<file path="config.mk">
export PLATFORM = sky130hd
export DESIGN_NAME = oserdes_gen_flat
export DESIGN_NICKNAME = d
export VERILOG_FILES = /design/src/rtl/oserdes_gen_if.sv /design/src/rtl/oserdes_gen.sv /design/src/flat_wrapper.sv
export SDC_FILE = /design/constraint.sdc
export NUM_CORES = 1
export LEC_CHECK = 0
export CORE_AREA = 4 4 60 62
export CTS_BUF_LIST = sky130_fd_sc_hd__clkbuf_4 sky130_fd_sc_hd__clkbuf_8
export DETAILED_ROUTE_END_ITERATION = 12
export DIE_AREA = 0 0 64 66
export GPL_ROUTABILITY_DRIVEN = 0
export GPL_TIMING_DRIVEN = 0
export HOLD_SLACK_MARGIN = 0.02
export PLACE_DENSITY = 0.62
export SYNTH_ARGS = -nofsm -noshare
export SYNTH_HDL_FRONTEND = slang
export SYNTH_SLANG_ARGS = --single-unit
</file>
<file path="constraint.sdc">
create_clock -name clk -period 2.25 [get_ports clk]
set_clock_uncertainty 0.1 [all_clocks]
set_input_delay 0.45 -clock clk [delete_from_list [all_inputs] [get_ports clk]]
set_output_delay 0.45 -clock clk [all_outputs]
set_load 0.05 [all_outputs]
</file>
<file path="src/rtl/oserdes_gen_if.sv">
// Parallel word handshake, shift enable and per-lane pad outputs of oserdes_gen.
interface oserdes_gen_if #(
  parameter int DATA_WIDTH = 8,
  parameter int LANES      = 1
);
  logic [DATA_WIDTH*LANES-1:0] d;
  logic                        d_last;
  logic                        d_valid;
  logic                        d_ready;
  logic                        oce;
  logic                        clr_underrun;
  logic [LANES-1:0]            oq;
  logic [LANES-1:0]            tq;
  logic                        busy;
  logic                        underrun;

  modport master (
    output d, d_last, d_valid, oce, clr_underrun,
    input  d_ready, oq, tq, busy, underrun
  );

  modport slave (
    input  d, d_last, d_valid, oce, clr_underrun,
    output d_ready, oq, tq, busy, underrun
  );
endinterface

</file>
<file path="src/rtl/oserdes_gen.sv">
// Parametrised lockstep multi-lane output serializer with a one-word holding
// register for gap-free streaming, frame-end marking and underrun detection.
module oserdes_gen #(
  parameter int DATA_WIDTH    = 8,
  parameter int LANES         = 1,
  parameter bit MSB_FIRST     = 1'b0,
  parameter bit IDLE_VALUE    = 1'b1,
  parameter bit TRISTATE_IDLE = 1'b1
) (
  input logic          clk,
  input logic          rst_n,
  oserdes_gen_if.slave bus
);

  localparam int               CW       = $clog2(DATA_WIDTH);
  localparam int               WL       = DATA_WIDTH * LANES;
  localparam logic [CW-1:0]    CNT_LAST = CW'(DATA_WIDTH - 1);
  localparam logic [0:0]       ST_IDLE  = 1'b0;
  localparam logic [0:0]       ST_SHIFT = 1'b1;
  localparam logic [LANES-1:0] OQ_IDLE  = {LANES{IDLE_VALUE}};
  localparam logic [LANES-1:0] TQ_IDLE  = {LANES{TRISTATE_IDLE}};

  logic [0:0]       state_r;
  logic [CW-1:0]    cnt_r;
  logic [WL-1:0]    hold_r;
  logic             hold_last_r;
  logic             hold_full_r;
  logic             cur_last_r;
  logic [WL-1:0]    shift_r;
  logic [LANES-1:0] oq_r;
  logic [LANES-1:0] tq_r;
  logic             underrun_r;

  logic             accept_s;
  logic             load_s;
  logic             advance_s;
  logic             finish_s;
  logic [LANES-1:0] load_bits_s;
  logic [WL-1:0]    load_rest_s;
  logic [LANES-1:0] next_bits_s;
  logic [WL-1:0]    next_rest_s;

  // Decide what the shift path does on the coming edge.
  always_comb begin
    accept_s  = bus.d_valid && !hold_full_r;
    load_s    = 1'b0;
    advance_s = 1'b0;
    finish_s  = 1'b0;
    case (state_r)
      ST_IDLE: begin
        if (bus.oce && hold_full_r) begin
          load_s = 1'b1;
        end else begin
          load_s = 1'b0;
        end
      end
      ST_SHIFT: begin
        if (bus.oce) begin
          if (cnt_r == CNT_LAST) begin
            if (hold_full_r) begin
              load_s = 1'b1;
            end else begin
              finish_s = 1'b1;
            end
          end else begin
            advance_s = 1'b1;
          end
        end else begin
          advance_s = 1'b0;
        end
      end
      default: begin
        finish_s = 1'b1;
      end
    endcase
  end

  // Per-lane first/next bit selection; the shift register keeps only unshown bits.
  always_comb begin
    load_bits_s = '0;
    load_rest_s = '0;
    next_bits_s = '0;
    next_rest_s = '0;
    for (int l = 0; l < LANES; l++) begin
      if (MSB_FIRST) begin
        load_bits_s[l] = hold_r[l*DATA_WIDTH + DATA_WIDTH - 1];
        load_rest_s[l*DATA_WIDTH +: DATA_WIDTH] = {hold_r[l*DATA_WIDTH +: DATA_WIDTH-1], 1'b0};
        next_bits_s[l] = shift_r[l*DATA_WIDTH + DATA_WIDTH - 1];
        next_rest_s[l*DATA_WIDTH +: DATA_WIDTH] = {shift_r[l*DATA_WIDTH +: DATA_WIDTH-1], 1'b0};
      end else begin
        load_bits_s[l] = hold_r[l*DATA_WIDTH];
        load_rest_s[l*DATA_WIDTH +: DATA_WIDTH] = {1'b0, hold_r[l*DATA_WIDTH+1 +: DATA_WIDTH-1]};
        next_bits_s[l] = shift_r[l*DATA_WIDTH];
        next_rest_s[l*DATA_WIDTH +: DATA_WIDTH] = {1'b0, shift_r[l*DATA_WIDTH+1 +: DATA_WIDTH-1]};
      end
    end
  end

  // Holding register: filled by the handshake, emptied by a LOAD (never both at once).
  always_ff @(posedge clk or negedge rst_n) begin
    if (!rst_n) begin
      hold_r      <= '0;
      hold_last_r <= 1'b0;
      hold_full_r <= 1'b0;
    end else if (accept_s) begin
      hold_r      <= bus.d;
      hold_last_r <= bus.d_last;
      hold_full_r <= 1'b1;
    end else if (load_s) begin
      hold_full_r <= 1'b0;
    end else begin
      hold_full_r <= hold_full_r;
    end
  end

  // State, bit counter, shift registers and registered pad outputs.
  always_ff @(posedge clk or negedge rst_n) begin
    if (!rst_n) begin
      state_r    <= ST_IDLE;
      cnt_r      <= '0;
      shift_r    <= '0;
      cur_last_r <= 1'b0;
      oq_r       <= OQ_IDLE;
      tq_r       <= TQ_IDLE;
    end else if (load_s) begin
      state_r    <= ST_SHIFT;
      cnt_r      <= '0;
      shift_r    <= load_rest_s;
      cur_last_r <= hold_last_r;
      oq_r       <= load_bits_s;
      tq_r       <= '0;
    end else if (advance_s) begin
      cnt_r   <= cnt_r + CW'(1);
      shift_r <= next_rest_s;
      oq_r    <= next_bits_s;
    end else if (finish_s) begin
      state_r <= ST_IDLE;
      cnt_r   <= '0;
      oq_r    <= OQ_IDLE;
      tq_r    <= TQ_IDLE;
    end else begin
      state_r <= state_r;
    end
  end

  // Sticky underrun: a word ended with nothing queued and no frame-end mark; set beats clear.
  always_ff @(posedge clk or negedge rst_n) begin
    if (!rst_n) begin
      underrun_r <= 1'b0;
    end else if (finish_s && !cur_last_r) begin
      underrun_r <= 1'b1;
    end else if (bus.clr_underrun) begin
      underrun_r <= 1'b0;
    end else begin
      underrun_r <= underrun_r;
    end
  end

  assign bus.d_ready  = !hold_full_r;
  assign bus.busy     = (state_r == ST_SHIFT);
  assign bus.oq       = oq_r;
  assign bus.tq       = tq_r;
  assign bus.underrun = underrun_r;

endmodule

</file>
<file path="src/flat_wrapper.sv">
// flat-port wrapper written by rule: the top's interface ports become plain ports
module oserdes_gen_flat 
#(
  parameter int DATA_WIDTH    = 8,
  parameter int LANES         = 1,
  parameter bit MSB_FIRST     = 1'b0,
  parameter bit IDLE_VALUE    = 1'b1,
  parameter bit TRISTATE_IDLE = 1'b1
)
  (clk, rst_n, bus_d, bus_d_last, bus_d_valid, bus_oce, bus_clr_underrun, bus_d_ready, bus_oq, bus_tq, bus_busy, bus_underrun);
  oserdes_gen_if #(.DATA_WIDTH(DATA_WIDTH), .LANES(LANES)) bus_i ();
  input logic clk;
  input logic rst_n;
  input wire logic [$bits(bus_i.d)-1:0] bus_d;
  input wire logic [$bits(bus_i.d_last)-1:0] bus_d_last;
  input wire logic [$bits(bus_i.d_valid)-1:0] bus_d_valid;
  input wire logic [$bits(bus_i.oce)-1:0] bus_oce;
  input wire logic [$bits(bus_i.clr_underrun)-1:0] bus_clr_underrun;
  output wire logic [$bits(bus_i.d_ready)-1:0] bus_d_ready;
  output wire logic [$bits(bus_i.oq)-1:0] bus_oq;
  output wire logic [$bits(bus_i.tq)-1:0] bus_tq;
  output wire logic [$bits(bus_i.busy)-1:0] bus_busy;
  output wire logic [$bits(bus_i.underrun)-1:0] bus_underrun;
  assign bus_i.d = bus_d;
  assign bus_i.d_last = bus_d_last;
  assign bus_i.d_valid = bus_d_valid;
  assign bus_i.oce = bus_oce;
  assign bus_i.clr_underrun = bus_clr_underrun;
  assign bus_d_ready = bus_i.d_ready;
  assign bus_oq = bus_i.oq;
  assign bus_tq = bus_i.tq;
  assign bus_busy = bus_i.busy;
  assign bus_underrun = bus_i.underrun;
  oserdes_gen #(.DATA_WIDTH(DATA_WIDTH), .LANES(LANES), .MSB_FIRST(MSB_FIRST), .IDLE_VALUE(IDLE_VALUE), .TRISTATE_IDLE(TRISTATE_IDLE)) u_core (.clk(clk), .rst_n(rst_n), .bus(bus_i));
endmodule
</file>
Yosys cells after proc, flatten, opt, wreduce, memory -nomap -nowiden:

Index checks and enable logic that the tools add are counted.

* flip-flop bits (word level): 26
* input port bits: 14
* word-level logic and storage cells: 54

* add/sub/neg operators: 1
* eq/ne operators: 2
* muxes and demuxes: 29
* bitwise logic cells: 1
* reductions and logical operators: 11

Operators by type and width (number)
* $mux 1: 23
* $mux 8: 2
* $mux 3: 3
* $reduce_bool 2->1: 4
* $add 3x1->3 const B: 1
* $eq 3x3->1 const B: 1
* $logic_and 1x1->1: 3
* $reduce_bool 3->1: 1
* $logic_not 1->1: 2
* $ne 2x1->1 const B: 1
* $pmux 1 s2: 1
* $reduce_and 2->1: 1
* $not 1->1: 1

Depth between registers and ports, before layout:

Gate-level depths: netlist (run 1).

* depth after elaboration: 7
* gate-level depth with buffers: 5

Least setup slack after synthesis (run 1):

OpenSTA, ideal clock, no wires.

* kind: register to register
* start point: reg u_core.cnt_r[0]
* end point: reg u_core.shift_r[0]
* setup time: 0.126 ns
* arrival: 1.467 ns
* required time: 2.024 ns
* path slack: 0.557 ns
* stages on the path, launching flop included: 6
* path buffers: 0
* period minus slack after synthesis: 1.693 ns
* cell sequence: dfrtp_1 > ha_1 > ha_1 > and2b_4 > o21ai_2 > a221o_1

* longest elaborated chain between the ends: 5

RTL lines
* start, declared: line oserdes_gen.sv:24 `logic [CW-1:0] cnt_r;`
* start signal, assigned: line oserdes_gen.sv:133 `cnt_r <= cnt_r + CW'(1);`
* $eq 3x3->1 (*): line oserdes_gen.sv:59 `if (cnt_r == CNT_LAST) begin`
* $mux 1: line oserdes_gen.sv:59
* $mux 1: line oserdes_gen.sv:58 `if (bus.oce) begin`
* $pmux 1 s2 / $mux 1 (equally long branches): line oserdes_gen.sv:49 `case (state_r)`
* $mux 8 / $reduce_bool 2->1 (equally long branches)
* end signal, assigned: line oserdes_gen.sv:128 `shift_r <= load_rest_s;`
* end signal, assigned: line oserdes_gen.sv:134 `shift_r <= next_rest_s;`
* end, declared: line oserdes_gen.sv:29 `logic [WL-1:0] shift_r;`

Every way passes the cells marked *; elsewhere a longest branch is shown, timed or not.
A chain may end at the register's enable or synchronous reset.

Final worst setup path (run 1):

* start point: reg u_core.state_r (netlist: u_core.bus.busy)
* end point: out bus_busy

RTL lines
* start, declared: line oserdes_gen.sv:23 `logic [0:0] state_r;`
* start signal, assigned: line oserdes_gen.sv:142 `state_r <= state_r;`
* end, declared: line flat_wrapper.sv:22 `output wire logic [$bits(bus_i.busy)-1:0] bus_busy;`

No word-level cell between the ends.

==> results of run 1 <==
-- per-layer routing --
layer / share of wire (%) / GRT usage [%]
met1: 48 / 11.7
met2: 46 / 16.1
met3: 6.1 / 4.25
met4: 0 / 1.62
met5: 0 / 0
-- synth_stat cells --
library cell and count:
nand2_1 5, dfrtp_1 23, buf_2 1, mux2_2 10, nand3b_1 1, nor2_4 1
a22o_1 3, dfstp_2 2, o21ai_2 1, ha_1 2, o21ai_0 4, o32ai_1 1
o22ai_1 1, and2b_4 1, nor2_1 9, inv_1 8, nor2b_1 1, nand4_1 1
a221o_1 6, a21o_1 1
-- final timing paths --
kind,startpoint,to
hold / removal,u_core.cur_last_r$_DFFE_PN0P_,u_core.bus.underrun$_DFFE_PN0P_
setup / recovery,u_core.bus.busy$_DFFE_PN0P_,bus_busy
hold reg to reg,u_core.cur_last_r$_DFFE_PN0P_,u_core.bus.underrun$_DFFE_PN0P_
min in group asynchronous,rst_n,u_core.cnt_r[1]$_DFFE_PN0P_
setup reg to reg,u_core.cnt_r[0]$_DFFE_PN0P_,u_core.shift_r[2]$_DFFE_PN0P_
max in group asynchronous,rst_n,u_core.hold_r[7]$_DFFE_PN0P_
-- cells in the final DEF (no fill, tap or decap), types with 2 or more instances in the layout --
cell type / instances
dfrtp_1: 23
clkdlybuf4s50_1: 15
mux2_2: 10
nor2_1: 9
inv_1: 8
a221o_1: 6
nand2_1: 5
o21ai_0: 4
a22o_1: 3
clkbuf_4: 3
ha_1: 2
dlymetal6s2s_1: 2
dfstp_2: 2
-- cell families after synthesis --
kind of cell | count (synthesis)
multiplexers | 10
AND/OR/NAND/NOR | 19
buffers and inverters | 9
adder cells (fa/ha/maj) | 2
AO/OA/AOI/OAI | 17
flip-flops | 25
-- state kept, by name, summed over array words and instances, names as in the netlist --
register	flops
u_core.bus.underrun	1
u_core.hold_r	8
u_core.bus.tq	1
u_core.cnt_r	3
u_core.shift_r	7
u_core.bus.busy	1
u_core.cur_last_r	1
u_core.bus.oq	1
u_core.hold_full_r	1
u_core.hold_last_r	1
-- report_power, final --
part | switching [µW] | leakage (µW) | internal, µW
logic | 258 | 0.000270 | 255
registers | 103 | 0.000304 | 636
clock network | 138 | 0.0000139 | 67.9
-- area by class of cell --
class                      count  area (µm²)  share of cell area (%)
timing repair buffer          18         184                    14.1
inverter                       8        30.0                    2.31
clock inverter                 1        7.51                   0.577
buffer                         1        5.00                   0.385
tap                           44        55.1                    4.23
clock buffer                   3        22.5                    1.73
multi-input combinational     48         369                    28.4
sequential                    25         628                    48.3
-- stage by stage --
stage                     util (%)  std cells  area, µm²  setup slack [ns]
final                         43.0        148       1300            0.0688
after global routing          43.0        148       1300            0.0101
after CTS                     42.8        148       1300           0.00589
after detailed placement      41.9        144       1270             0.241
after global placement        41.9        144       1270             0.242
after floorplan                  -         82       1030             0.557
-- timing repair --
action / 4_1_cts / 5_1_grt
hold buffers: 0 / 0
endpoints found under the hold margin: 0 / 0
endpoints found under the setup margin: 1 / 2
buffers inserted: 0 / 0
gates resized for setup: 1 / 2
==> results.sh, run 1 <==
export IMPL_dieHeight_um=66
export IMPL_drv_cap=0
export IMPL_crit_chain="clkdlybuf4s50_1"
export IMPL_io_buffers=18
export IMPL_drc_errors=0
export IMPL_avgRoutedWirePerCell_um=11.8
export IMPL_drtPass1Iterations=3
export IMPL_synth_area_leaders="dfrtp_1, mux2_2, a221o_1"
export IMPL_hold_viol_final=0
export IMPL_antenna_found_initial=0
export IMPL_grt_pass1_wl_um=3230
export IMPL_synth_compound_area_share_pct=13.3
export IMPL_synth_top_area_share_pct=55.8
export IMPL_design_core_area_mm2=0.00303
export IMPL_yosysTopAreaCell="dfrtp_1"
export IMPL_grt_pass1_vias=712
export IMPL_reg2regPathDepth=5
export IMPL_p_leak_uw=0.000587
export IMPL_muxShareOfSynthArea_pct=10.9
export IMPL_syn_avg_cell_area_um2=12.6
export IMPL_num_antenna_cells=0
export IMPL_peakVddDrop_mv=0.605
export IMPL_yosysWarningCount=0
export IMPL_status="finished, final reports clean"
export IMPL_crit_path_max_fanout=7
export IMPL_row_count=20
export IMPL_crit_arrival_ns=1.63
export IMPL_grt_ovfl_total=0
export IMPL_syn_area_mm2=0.00103
export IMPL_cp_end_kind="output pin"
export IMPL_clockBufferDepth=2
export IMPL_cpPeakStageDelay_ns=0.84
export IMPL_ys_seq_elements=25
export IMPL_p_per_area_mw_per_mm2=1120
export IMPL_finalSetupTns_ns=0
export IMPL_grt_max_degree=26
export IMPL_clk_latency_ns=0.32
export IMPL_reg2reg_slack_ns=0.39
export IMPL_io_pin_count=19
export IMPL_routed_wl_um=1740
export IMPL_grtUsageTotal_pct=9.68
export IMPL_final_nets=121
export IMPL_worst_hold_slack_ns=0.357
export IMPL_drt_iter0_markers=23
export IMPL_slew_violations=0
export IMPL_cts_inserted_buffers=3
export IMPL_die_area_mm2=0.00422
export IMPL_drive_gt1_share_pct=19.2
export IMPL_cts_tree="built"
export IMPL_cp_depth=1
export IMPL_min_path_type="reg2reg"
export IMPL_power_uw=1460
export IMPL_cts_root_buf="clkbuf_4"
export IMPL_ant_nets=0
export IMPL_max_freq_mhz=458
export IMPL_die_x_um=64
export IMPL_synthesis_nets=98
export IMPL_ys_seq_area_share_pct=60.8
export IMPL_crit_type="reg2out"
export IMPL_worstHoldPathCells=1
export IMPL_slew_headroom_pct=27.5
export IMPL_synthSimpleGateAreaFrac_pct=9.09
export IMPL_nFillCells=308
export IMPL_synth_xor_area_share_pct=0
export IMPL_worstPathRequired_ns=1.70
export IMPL_clk_pin_slew_ns=0.15
export IMPL_cts_sinks=25
export IMPL_hpwl_um=1260
export IMPL_yosysUniqueCellTypes=20
export IMPL_fin_crit_ns=2.18
export IMPL_critPathSlowestCell="clkdlybuf4s50_1"
export IMPL_finalCritPeriodShare_pct=96.9
export IMPL_synthAdderAreaFrac_pct=2.42
export IMPL_synth_cells=82
export IMPL_startpoint_type="flop"
export IMPL_rsz0062_at_grt="no"
export IMPL_cts_htree_levels=1
export IMPL_initial_core_util_pct=34.1
export IMPL_crit_family="buffers and inverters"
export IMPL_tightest_slew_ns=1.08
export IMPL_dr_total_vias=675
export IMPL_area_delta_synth_final_pct=26.1
export IMPL_synth_top_family_by_area="compound AO/OA/AOI/OAI gates"
export IMPL_vias_per_cell=4.56
export IMPL_setup_viol=0
export IMPL_cp_buffers_inverters=1
(Power assumes the default switching activity.)
==> inputs of run 2 (changes only) <==
--- a/config.mk
+++ b/config.mk
@@ -7,6 +7,7 @@
 export LEC_CHECK = 0
 export CORE_AREA = 4 4 60 62
 export CTS_BUF_LIST = sky130_fd_sc_hd__clkbuf_4 sky130_fd_sc_hd__clkbuf_8
+export CTS_CLUSTER_DIAMETER = 50
 export DETAILED_ROUTE_END_ITERATION = 12
 export DIE_AREA = 0 0 64 66
 export GPL_ROUTABILITY_DRIVEN = 0
==> results of run 2 <==
Same layout as run 1: the final DEF is identical, and so are final timing and power.
